[src/rtl/indicator_shift_out_pkg.sv]
// Shared types and sizing helpers for the indicator bar shift-out block.
// Optional build macro INDICATOR_SHIFT_OUT_SKIP_UNCHANGED_EN is consumed by indicator_shift_out.
package indicator_shift_out_pkg;

   typedef enum logic [1:0] {
      IDLE     = 2'd0,
      SHIFT_LO = 2'd1,
      SHIFT_HI = 2'd2,
      LATCH    = 2'd3
   } state_t;

   // Bits needed to hold the values 0..n (counters compare against a terminal count).
   function automatic int unsigned cnt_w(input int unsigned n);
      return (n < 1) ? 1 : $clog2(n + 1);
   endfunction

   // Cycles from the accepting edge until i_ready is driven high again.
   function automatic int unsigned frame_len(input int unsigned n_bits,
                                             input int unsigned div);
      return 2 * div * n_bits + div;
   endfunction

endpackage

[src/rtl/indicator_shift_out_phase.sv]
// clk_div phase counter: while run is high it emits a one-cycle tick every clk_div cycles.
// Idle (run low) holds the count at zero so every state starts on a fresh phase.
module indicator_shift_out_phase
   import indicator_shift_out_pkg::*;
#(
   parameter int unsigned clk_div = 4
) (
   input  logic clk,
   input  logic reset,
   input  logic run,
   output logic tick
);

   localparam int unsigned PW = cnt_w(clk_div);

   logic [PW-1:0] cnt;

   assign tick = run && (cnt == PW'(clk_div - 1));

   always_ff @(posedge clk or negedge reset) begin
      if (!reset) begin
         cnt <= '0;
      end else if (!run || tick) begin
         cnt <= '0;
      end else begin
         cnt <= cnt + PW'(1);
      end
   end

endmodule

[src/rtl/indicator_shift_out.sv]
// Serialises accepted indicator arrays onto a daisy-chained 74HC595-style LED driver.
// Build macro INDICATOR_SHIFT_OUT_SKIP_UNCHANGED_EN drops arrays equal to the last latched frame.
module indicator_shift_out
   import indicator_shift_out_pkg::*;
#(
   parameter int unsigned width     = 32,
   parameter int unsigned clk_div   = 4,
   parameter bit          msb_first = 1'b1
) (
   input  logic             clk,
   input  logic             reset,
   input  logic             i_valid,
   output logic             i_ready,
   input  logic [width-1:0] i_array,
   output logic             o_sclk,
   output logic             o_sdata,
   output logic             o_latch,
   output logic             o_busy
);

   localparam int unsigned BW = cnt_w(width);

   state_t           state, state_nxt;
   logic [BW-1:0]    bit_cnt, bit_cnt_nxt;
   logic [width-1:0] sh_reg, sh_nxt;
   logic             sclk_nxt, sdata_nxt, latch_nxt, ready_nxt, busy_nxt;
   logic             tick;
   logic             accept;
   logic             skip_frame;

   // The shift register rotates rather than shifts, so after width steps it
   // holds the original frame again.
   function automatic logic [width-1:0] rot(input logic [width-1:0] v);
      if (msb_first) return (v << 1) | (v >> (width - 1));
      else           return (v >> 1) | (v << (width - 1));
   endfunction

   function automatic logic head(input logic [width-1:0] v);
      return msb_first ? v[width-1] : v[0];
   endfunction

   assign accept = i_valid && i_ready;

   indicator_shift_out_phase #(
      .clk_div (clk_div)
   ) u_phase (
      .clk   (clk),
      .reset (reset),
      .run   (state != IDLE),
      .tick  (tick)
   );

`ifdef INDICATOR_SHIFT_OUT_SKIP_UNCHANGED_EN
   logic [width-1:0] last_shifted;

   always_ff @(posedge clk or negedge reset) begin
      if (!reset) begin
         last_shifted <= '0;
      end else if (state == LATCH && tick) begin
         last_shifted <= sh_reg;
      end
   end

   assign skip_frame = (i_array == last_shifted);
`else
   assign skip_frame = 1'b0;
`endif

   always_comb begin
      state_nxt   = state;
      bit_cnt_nxt = bit_cnt;
      sh_nxt      = sh_reg;
      sclk_nxt    = o_sclk;
      sdata_nxt   = o_sdata;
      latch_nxt   = o_latch;
      ready_nxt   = i_ready;
      busy_nxt    = o_busy;
      case (state)
         IDLE: begin
            ready_nxt   = 1'b1;
            busy_nxt    = 1'b0;
            sclk_nxt    = 1'b0;
            sdata_nxt   = 1'b0;
            latch_nxt   = 1'b0;
            bit_cnt_nxt = '0;
            if (accept && !skip_frame) begin
               sh_nxt    = i_array;
               sdata_nxt = head(i_array);
               ready_nxt = 1'b0;
               busy_nxt  = 1'b1;
               state_nxt = SHIFT_LO;
            end
         end
         SHIFT_LO: begin
            if (tick) begin
               sclk_nxt  = 1'b1;
               state_nxt = SHIFT_HI;
            end
         end
         SHIFT_HI: begin
            if (tick) begin
               sclk_nxt = 1'b0;
               sh_nxt   = rot(sh_reg);
               if (bit_cnt == BW'(width - 1)) begin
                  bit_cnt_nxt = '0;
                  sdata_nxt   = 1'b0;
                  latch_nxt   = 1'b1;
                  state_nxt   = LATCH;
               end else begin
                  bit_cnt_nxt = bit_cnt + BW'(1);
                  sdata_nxt   = head(rot(sh_reg));
                  state_nxt   = SHIFT_LO;
               end
            end
         end
         LATCH: begin
            if (tick) begin
               latch_nxt = 1'b0;
               ready_nxt = 1'b1;
               busy_nxt  = 1'b0;
               state_nxt = IDLE;
            end
         end
         default: state_nxt = IDLE;
      endcase
   end

   always_ff @(posedge clk or negedge reset) begin
      if (!reset) begin
         state   <= IDLE;
         bit_cnt <= '0;
         o_sclk  <= 1'b0;
         o_sdata <= 1'b0;
         o_latch <= 1'b0;
         i_ready <= 1'b0;
         o_busy  <= 1'b0;
      end else begin
         state   <= state_nxt;
         bit_cnt <= bit_cnt_nxt;
         o_sclk  <= sclk_nxt;
         o_sdata <= sdata_nxt;
         o_latch <= latch_nxt;
         i_ready <= ready_nxt;
         o_busy  <= busy_nxt;
      end
   end

   // Frame data carries no reset; it is always loaded before it is shifted.
   always_ff @(posedge clk) begin
      sh_reg <= sh_nxt;
   end

endmodule

[config.mk]
export PLATFORM = sky130hd
export DESIGN_NAME = indicator_shift_out
export DESIGN_NICKNAME = d
export VERILOG_FILES = /design/src/rtl/indicator_shift_out_pkg.sv /design/src/rtl/indicator_shift_out_phase.sv /design/src/rtl/indicator_shift_out.sv
export SDC_FILE = /design/constraint.sdc
export NUM_CORES = 1
export LEC_CHECK = 0
export CORE_MARGIN = 2
export CORE_UTILIZATION = 25
export CTS_CLUSTER_SIZE = 25
export DETAILED_ROUTE_END_ITERATION = 10
export MAX_ROUTING_LAYER = met4
export SETUP_SLACK_MARGIN = 0.02
export SLEW_MARGIN = 30
export SYNTH_ARGS = -nofsm -noshare
export SYNTH_HDL_FRONTEND = slang
export SYNTH_HIERARCHICAL = 1
export SYNTH_SLANG_ARGS = --single-unit
[constraint.sdc]
create_clock -name clk -period 9 [get_ports clk]
set_input_delay 1.8 -clock clk [delete_from_list [all_inputs] [get_ports clk]]
set_output_delay 1.8 -clock clk [all_outputs]
set_load 0.005 [all_outputs]
==> results of run 1 <==
-- cells in the final DEF (no fill, tap or decap), types with 5 or more instances in the layout --
cell	n
o21ai_0	6
nand3_1	5
dfrtp_1	16
a21oi_1	8
inv_1	7
nor2_1	5
clkbuf_8	5
nand2_1	11
edfxtp_1	32
ha_1	7
mux2_2	32
clkdlybuf4s50_1	39
-- per-stage QoR --
| stage | worst slack [ns] | util [%] | hold WS (ns) | instances |
|---|---|---|---|---|
| CTS | 5.64 | 33.2 | 0.447 | 311 |
| detailed placement | 5.33 | 31.7 | 0.435 | 304 |
| global route | 5.55 | 33.2 | 0.458 | 311 |
| finish | 5.68 | 33.2 | 0.444 | 311 |
| global placement | 5.35 | 31.6 | 0.428 | 304 |
| floorplan | 5.29 | - | 0.414 | 163 |
-- layout make-up --
cell class	count	area, sq um
Clock buffer	5	68.8
Timing Repair Buffer	39	390
Sequential cell	48	1360
Fill cell	879	5860
Inverter	7	26.3
Tap cell	108	135
Multi-Input combinational cell	102	865
Clock inverter	2	60.1
-- report_power, final --
group / total, uW / internal [uW] / switching (uW) / leakage, uW
Sequential: 235 / 235 / 0 / 0.000484
Clock: 179 / 109 / 69.8 / 0.0000642
Combinational: 23.6 / 17.9 / 5.69 / 0.000460
-- worst max-delay path, delay by kind of cell --
kind            cells  cell delay [ns]
simple gates        1             0.72
buf+inv             1             0.50
compound gates      1             0.20
-- metal layers --
layer	up-vias	share of wire (%)	track usage, %
li1	673	-	-
met5	-	0	-
met1	637	49	11.0
met3	5	5.7	2.53
met2	33	44	13.3
met4	0	1.1	2.85
-- cells by family (layout without fill, tap and decap cells) --
logic type,Yosys count,after routing,share of synthesized area [%]
DFF,48,48,60.0
muxes,35,35,17.8
and+or+nand+nor,35,35,8.28
AOI/OAI and AO/OA,23,23,6.40
buffers and inverters,13,53,2.70
adders and majority gates,8,8,4.42
xor gates and xnor gates,1,1,0.386
-- final timing paths --
check | endpoint | from | slack [ns] | cells after the start
max | sh_reg[20]$_DFFE_PP_ | i_valid | 5.68 | 3
min | u_phase/cnt[0]$_DFF_PN0_ | u_phase/cnt[0]$_DFF_PN0_ | 0.44 | 1
max in group asynchronous | bit_cnt[0]$_DFFE_PN0P_ | reset | 6.59 | 1
min in group asynchronous | state[0]$_DFFE_PN0P_ | reset | 1.93 | 1
max reg2reg | sh_reg[20]$_DFFE_PP_ | state[1]$_DFFE_PN0P_ | 6.38 | 6
min reg2reg | u_phase/cnt[0]$_DFF_PN0_ | u_phase/cnt[0]$_DFF_PN0_ | 0.44 | 1
-- synth_stat cells (2+ instances only) --
| library cell | instances |
|---|---|
| edfxtp_1 | 32 |
| mux2_2 | 32 |
| dfrtp_1 | 16 |
| nand2_1 | 11 |
| a21oi_1 | 8 |
| ha_1 | 8 |
| inv_1 | 7 |
| nor2_1 | 6 |
| o21ai_0 | 6 |
| nand3_1 | 5 |
| buf_2 | 3 |
| a21oi_2 | 2 |
| mux2i_1 | 2 |
| nor2b_1 | 2 |
| nor3_1 | 2 |
| nor3b_1 | 2 |
| o31ai_1 | 2 |
==> results.md, run 1 <==
- Status: finished, final reports clean
- Clock tree from TritonCTS: yes
- # resized after CTS: 0
- Number of global-route vias before repair: 1380
- Yosys reg bits: 48
- Fraction of final layout cells with drive strength greater than 1: 24.1%
- Library cell contributing the largest single delay on the critical path: nor2_4
- Fin Clk Skew: 0.0101 ns
- Number of nets with antenna violations after detailed routing: 0
- Final hold violation count: 0
- CTS Hold Bufs: 0
- Sequential area share after synthesis: 60.0%
- Max reg flops: 32
- Total core area: 0.00876 sq mm
- RSZ-0062 raised after global routing: false
- Startpoint kind of the worst setup timing path: input pin
- Number of flops mapped to enable cells by yosys: 32
- Max-Cap Viols: 0
- Chain of cells forming the critical path: clkdlybuf4s50_1, a21boi_0, nor2_4
- Static power due to leakage: 0.00101 uW
- I/O Buffers: 39
- Total chip power: 438 uW
- Element type at the critical path end: register
- Die H: 99.2 um
- Via count: 1348
- Synthesis-to-layout area growth: 28.2%
- Crit path max fanout: 32
- Share of flip-flops with an asynchronous set or reset after synthesis: 33.3%
- Post-route cell area: 0.00291 sq mm
- Normalized max-slew margin: 41.6%
- Global-route total usage across every layer: 8.64%
- Wire length of the first global-routing pass: 6.55 mm
- Top FF cell, synth: edfxtp_1
- CP Data Arrival Time: 3.25 ns
- Setup TNS: 0 ns
- Final wirelength: 4.04 mm
- Number of optimization iterations in the first detailed-route pass: 3
- Worst Tran Pin Value: 0.873 ns
- WP data required: 8.93 ns
- RePlAce Congestion: 0.769
- Power density of the placed cells: 151 mW/mm^2
- Slew Viols, Final: 0
- IO Pins: 40
- Number of design rule violations left after detail routing: 0
- Clock transition at the registers of the reported paths: 0.09 ns
- Area fraction of the dominant cell type after synthesis: 42.4%
- Total overflow reported by the global router: 0
- CP peak stage delay: 0.72 ns
- Overall die area: 0.00985 sq mm
- Detailed placer's ending HPWL: 2.70 mm
- Cell type contributing the most total cell area after synthesis: edfxtp_1
- Yosys cell types: 34
- Final Setup Violations: 0
- Total placed instance area: 0.00278 sq mm
- WL per Instance: 13.0 um
- Crit path kind: input pin to register
- Mapped Nets: 206
- Clock Path Buffers: 2
- Iteration-0 DRC count of the detailed router: 62
- Final Net Count: 246
- Cell area after technology mapping: 0.00227 sq mm
- Worst hold path type: register to register
- Post-CTS Setup Inserts: 0
- Per-instance average area after synthesis: 13.9 sq um
- Achievable frequency: 302 MHz
- Root Buffer: clkbuf_8
- Yosys synthesis warning count: 6
- TritonCTS Sinks: 48
- Antenna cells: 0
- Dominant cells by area after synthesis: edfxtp_1 42%, dfrtp_1 18%, mux2_2 16%, ha_1 4.4%, nand2_1 1.8%
- Insertion delay to the later sink of the worst-skew pair: 0.29 ns
- Width of the die: 99.2 um
- Maximum number of pins on one net before global-route repair: 44
- Final cycle utilization of the critical path: 36.9%
- Number of instances in the synthesized netlist: 163
- # H-tree levels: 2
- Post-layout minimum cycle time: 3.32 ns
- Via density per instance: 4.33
- Initial antenna violation count: 0
- Initial Utilization: 25.9%
- Clock buffers created by TritonCTS: 5
- Worst IR drop on VDD: 0.0725 mV
- Rows: 34
No activity file was read; power rests on OpenSTA's default activity.
==> run 2, diff against run 1 <==
==> constraint.sdc (replaced) <==
create_clock -name clk -period 3.4 [get_ports clk]
set_input_delay 0.68 -clock clk [delete_from_list [all_inputs] [get_ports clk]]
set_output_delay 0.68 -clock clk [all_outputs]
set_load 0.005 [all_outputs]
==> run 2 against run 1 <==
Against the previous run: sequential share of layout area fell by 0.080 points; critical endpoint is now sh_reg[15]$_DFFE_PP_; register-to-register slack got worse by 5.3 ns; non-clock buffer count rose by 2; design area rose by 0.17%; wire length fell by 0.74%; die area did not move; highest routed layer unchanged.
==> results.md, run 2 (same netlist as run 1, synthesis figures left out) <==
- Top library cells by usage in the layout, fill and taps aside: 39 x clkdlybuf4s50_1, 32 x mux2_2, 32 x edfxtp_1, 16 x dfrtp_1, 11 x nand2_1
- RePlAce Congestion: 0.827
- RSZ-0062 raised after global routing: false
- Max reg flops: 32
- Reg-to-Reg Start: state[0]$_DFFE_PN0P_
- Worst IR drop on VDD: 0.190 mV
- I/O Buffers: 39
- Fraction of power consumed by the clock network: 40.8%
- Final hold violation count: 0
- Initial Utilization: 25.9%
- Total placed instance area: 0.00278 sq mm
- Power density of the placed cells: 397 mW/mm^2
- Final wirelength: 4.01 mm
- WP data required: 3.36 ns
- Slew Viols, Final: 0
- Post-layout minimum cycle time: 2.28 ns
- Overall die area: 0.00985 sq mm
- Rows: 34
- Initial antenna violation count: 0
- Width of the die: 99.2 um
- Number of nets with antenna violations after detailed routing: 0
- Post-CTS Setup Inserts: 0
- Final Setup Violations: 0
- Psw: 197 uW
- Chain of cells forming the critical path: inv_1, ha_1, inv_1, and2_2, mux2i_4, nor2_4, buf_4
- Share of power burned in registers: 53.8%
- Most common cell type on the critical path: inv_1
- Insertion delay to the later sink of the worst-skew pair: 0.29 ns
- Crit path max fanout: 32
- Detailed placer's ending HPWL: 2.71 mm
- Worst hold path type: register to register
- CP Data Arrival Time: 2.23 ns
- Area occupied by multi-input gates: 855 sq um
- GR Layer Usage met3: 2.39%
- Comb power frac: 5.4%
- Switching share of power: 17.1%
- IO Pins: 40
- Depth of the worst register-to-register path: 7
- Fraction of final layout cells with drive strength greater than 1: 24.9%
- Wire length of the first global-routing pass: 6.67 mm
- Maximum number of pins on one net before global-route repair: 36
- Max-Cap Viols: 0
- Met1 track utilization from global routing: 11.6%
- Total core area: 0.00876 sq mm
- Grt met2 use: 13.3%
- Status: finished, final reports clean
- Number of optimization iterations in the first detailed-route pass: 4
- # fillers: 881
- HP Start: u_phase/cnt[0]$_DFF_PN0_
- Final Net Count: 248
- Antenna cells: 0
- # H-tree levels: 2
- Synthesis-to-layout area growth: 28.4%
- CP peak stage delay: 0.44 ns
- Number of design rule violations left after detail routing: 0
- Global-route total usage across every layer: 8.75%
- Setup TNS: 0 ns
- Worst Tran Pin Value: 0.732 ns
- Root Buffer: clkbuf_8
- WL per Instance: 12.8 um
- Commonest non-fill, non-tap cell in the layout: clkdlybuf4s50_1
- CTS Hold Bufs: 0
- Crit path kind: register to register
- Final cycle utilization of the critical path: 66.9%
- Startpoint kind of the worst setup timing path: register
- Normalized max-slew margin: 51.0%
- Post-route cell area: 0.00291 sq mm
- Achievable frequency: 440 MHz
- Via count: 1383
- Library cell contributing the largest single delay on the critical path: dfrtp_1
- Number of global-route vias before repair: 1422
- Element type at the critical path end: register
- Cell Int Power: 960 uW
- Clock buffers created by TritonCTS: 5
- Routing layer with the top usage in global route: met2
- Via density per instance: 4.42
- Combined flip-flop and latch cell area: 0.00136 sq mm
- Startpoint of the most critical setup path: state[0]$_DFFE_PN0P_
- Clock transition at the registers of the reported paths: 0.09 ns
- # resized after CTS: 0
- Die H: 99.2 um
- Total overflow reported by the global router: 0
- Clock tree from TritonCTS: yes
- Fin Clk Skew: 0.00674 ns
- Clock Path Buffers: 2
- Static power due to leakage: 0.00102 uW
- Instance count along the most critical hold path: 1
- Iteration-0 DRC count of the detailed router: 44
- TritonCTS Sinks: 48
run 2: cell count changes in the layout (fill, tap and decap cells not counted), sizes merged:
| cell | change |
|---|---|
| buf | +2 |
run 2: per-layer routing:
| layer | routed length, um | vias up |
|---|---|---|
| li1 | - | 680 |
| met1 | 1990 | 667 |
| met2 | 1790 | 34 |
| met3 | 232 | 2 |
| met4 | 9 | 0 |
| met5 | 0 | - |
run 2: metrics by stage:
stage | util, % | setup WS (ns) | total power [uW] | cells | hold WS [ns]
after floorplan | - | 0.285 | 653 | 163 | 0.384
after global placement | 31.8 | 1.16 | 699 | 306 | 0.432
after detailed placement | 31.8 | 1.12 | 699 | 306 | 0.435
after CTS | 33.2 | 1.12 | 1180 | 313 | 0.447
after global routing | 33.2 | 0.945 | 1210 | 313 | 0.486
final | 33.2 | 1.12 | 1160 | 313 | 0.441
run 2: worst paths after layout:
check	to	slack [ns]
max	sh_reg[15]$_DFFE_PP_	1.12
min	u_phase/cnt[0]$_DFF_PN0_	0.44
max reg2reg	sh_reg[15]$_DFFE_PP_	1.12
min reg2reg	u_phase/cnt[0]$_DFF_PN0_	0.44
max in group asynchronous	u_phase/cnt[2]$_DFF_PN0_	2.12
min in group asynchronous	bit_cnt[0]$_DFFE_PN0P_	0.81
run 2: worst max-delay path: cells and delay by family, from the launching register on:
family	cells	cell delay, ns
muxes	1	0.16
buffers and inverters	3	0.64
DFF	1	0.44
and+or+nand+nor	2	0.40
adders and majority gates	1	0.28
run 2: layout make-up:
class | count | share of cell area, %
well taps | 108 | 4.64
clock inverters | 2 | 2.06
repair buffers | 41 | 13.9
multi-input cells | 102 | 29.4
clock buffers | 5 | 2.36
inverters | 7 | 0.902
flip-flops and latches | 48 | 46.8
run 2: power by group through the flow:
| stage | Combinational [uW] | Clock, uW | Sequential [uW] |
|---|---|---|---|
| 2_1_floorplan | 16.5 | 0 | 636 |
| 3_3_place_gp | 63.0 | 0 | 636 |
| 3_5_place_dp | 63.4 | 0 | 636 |
| 4_1_cts | 64.0 | 492 | 623 |
| 5_1_grt | 67.7 | 518 | 623 |
| 6_report | 62.6 | 472 | 623 |
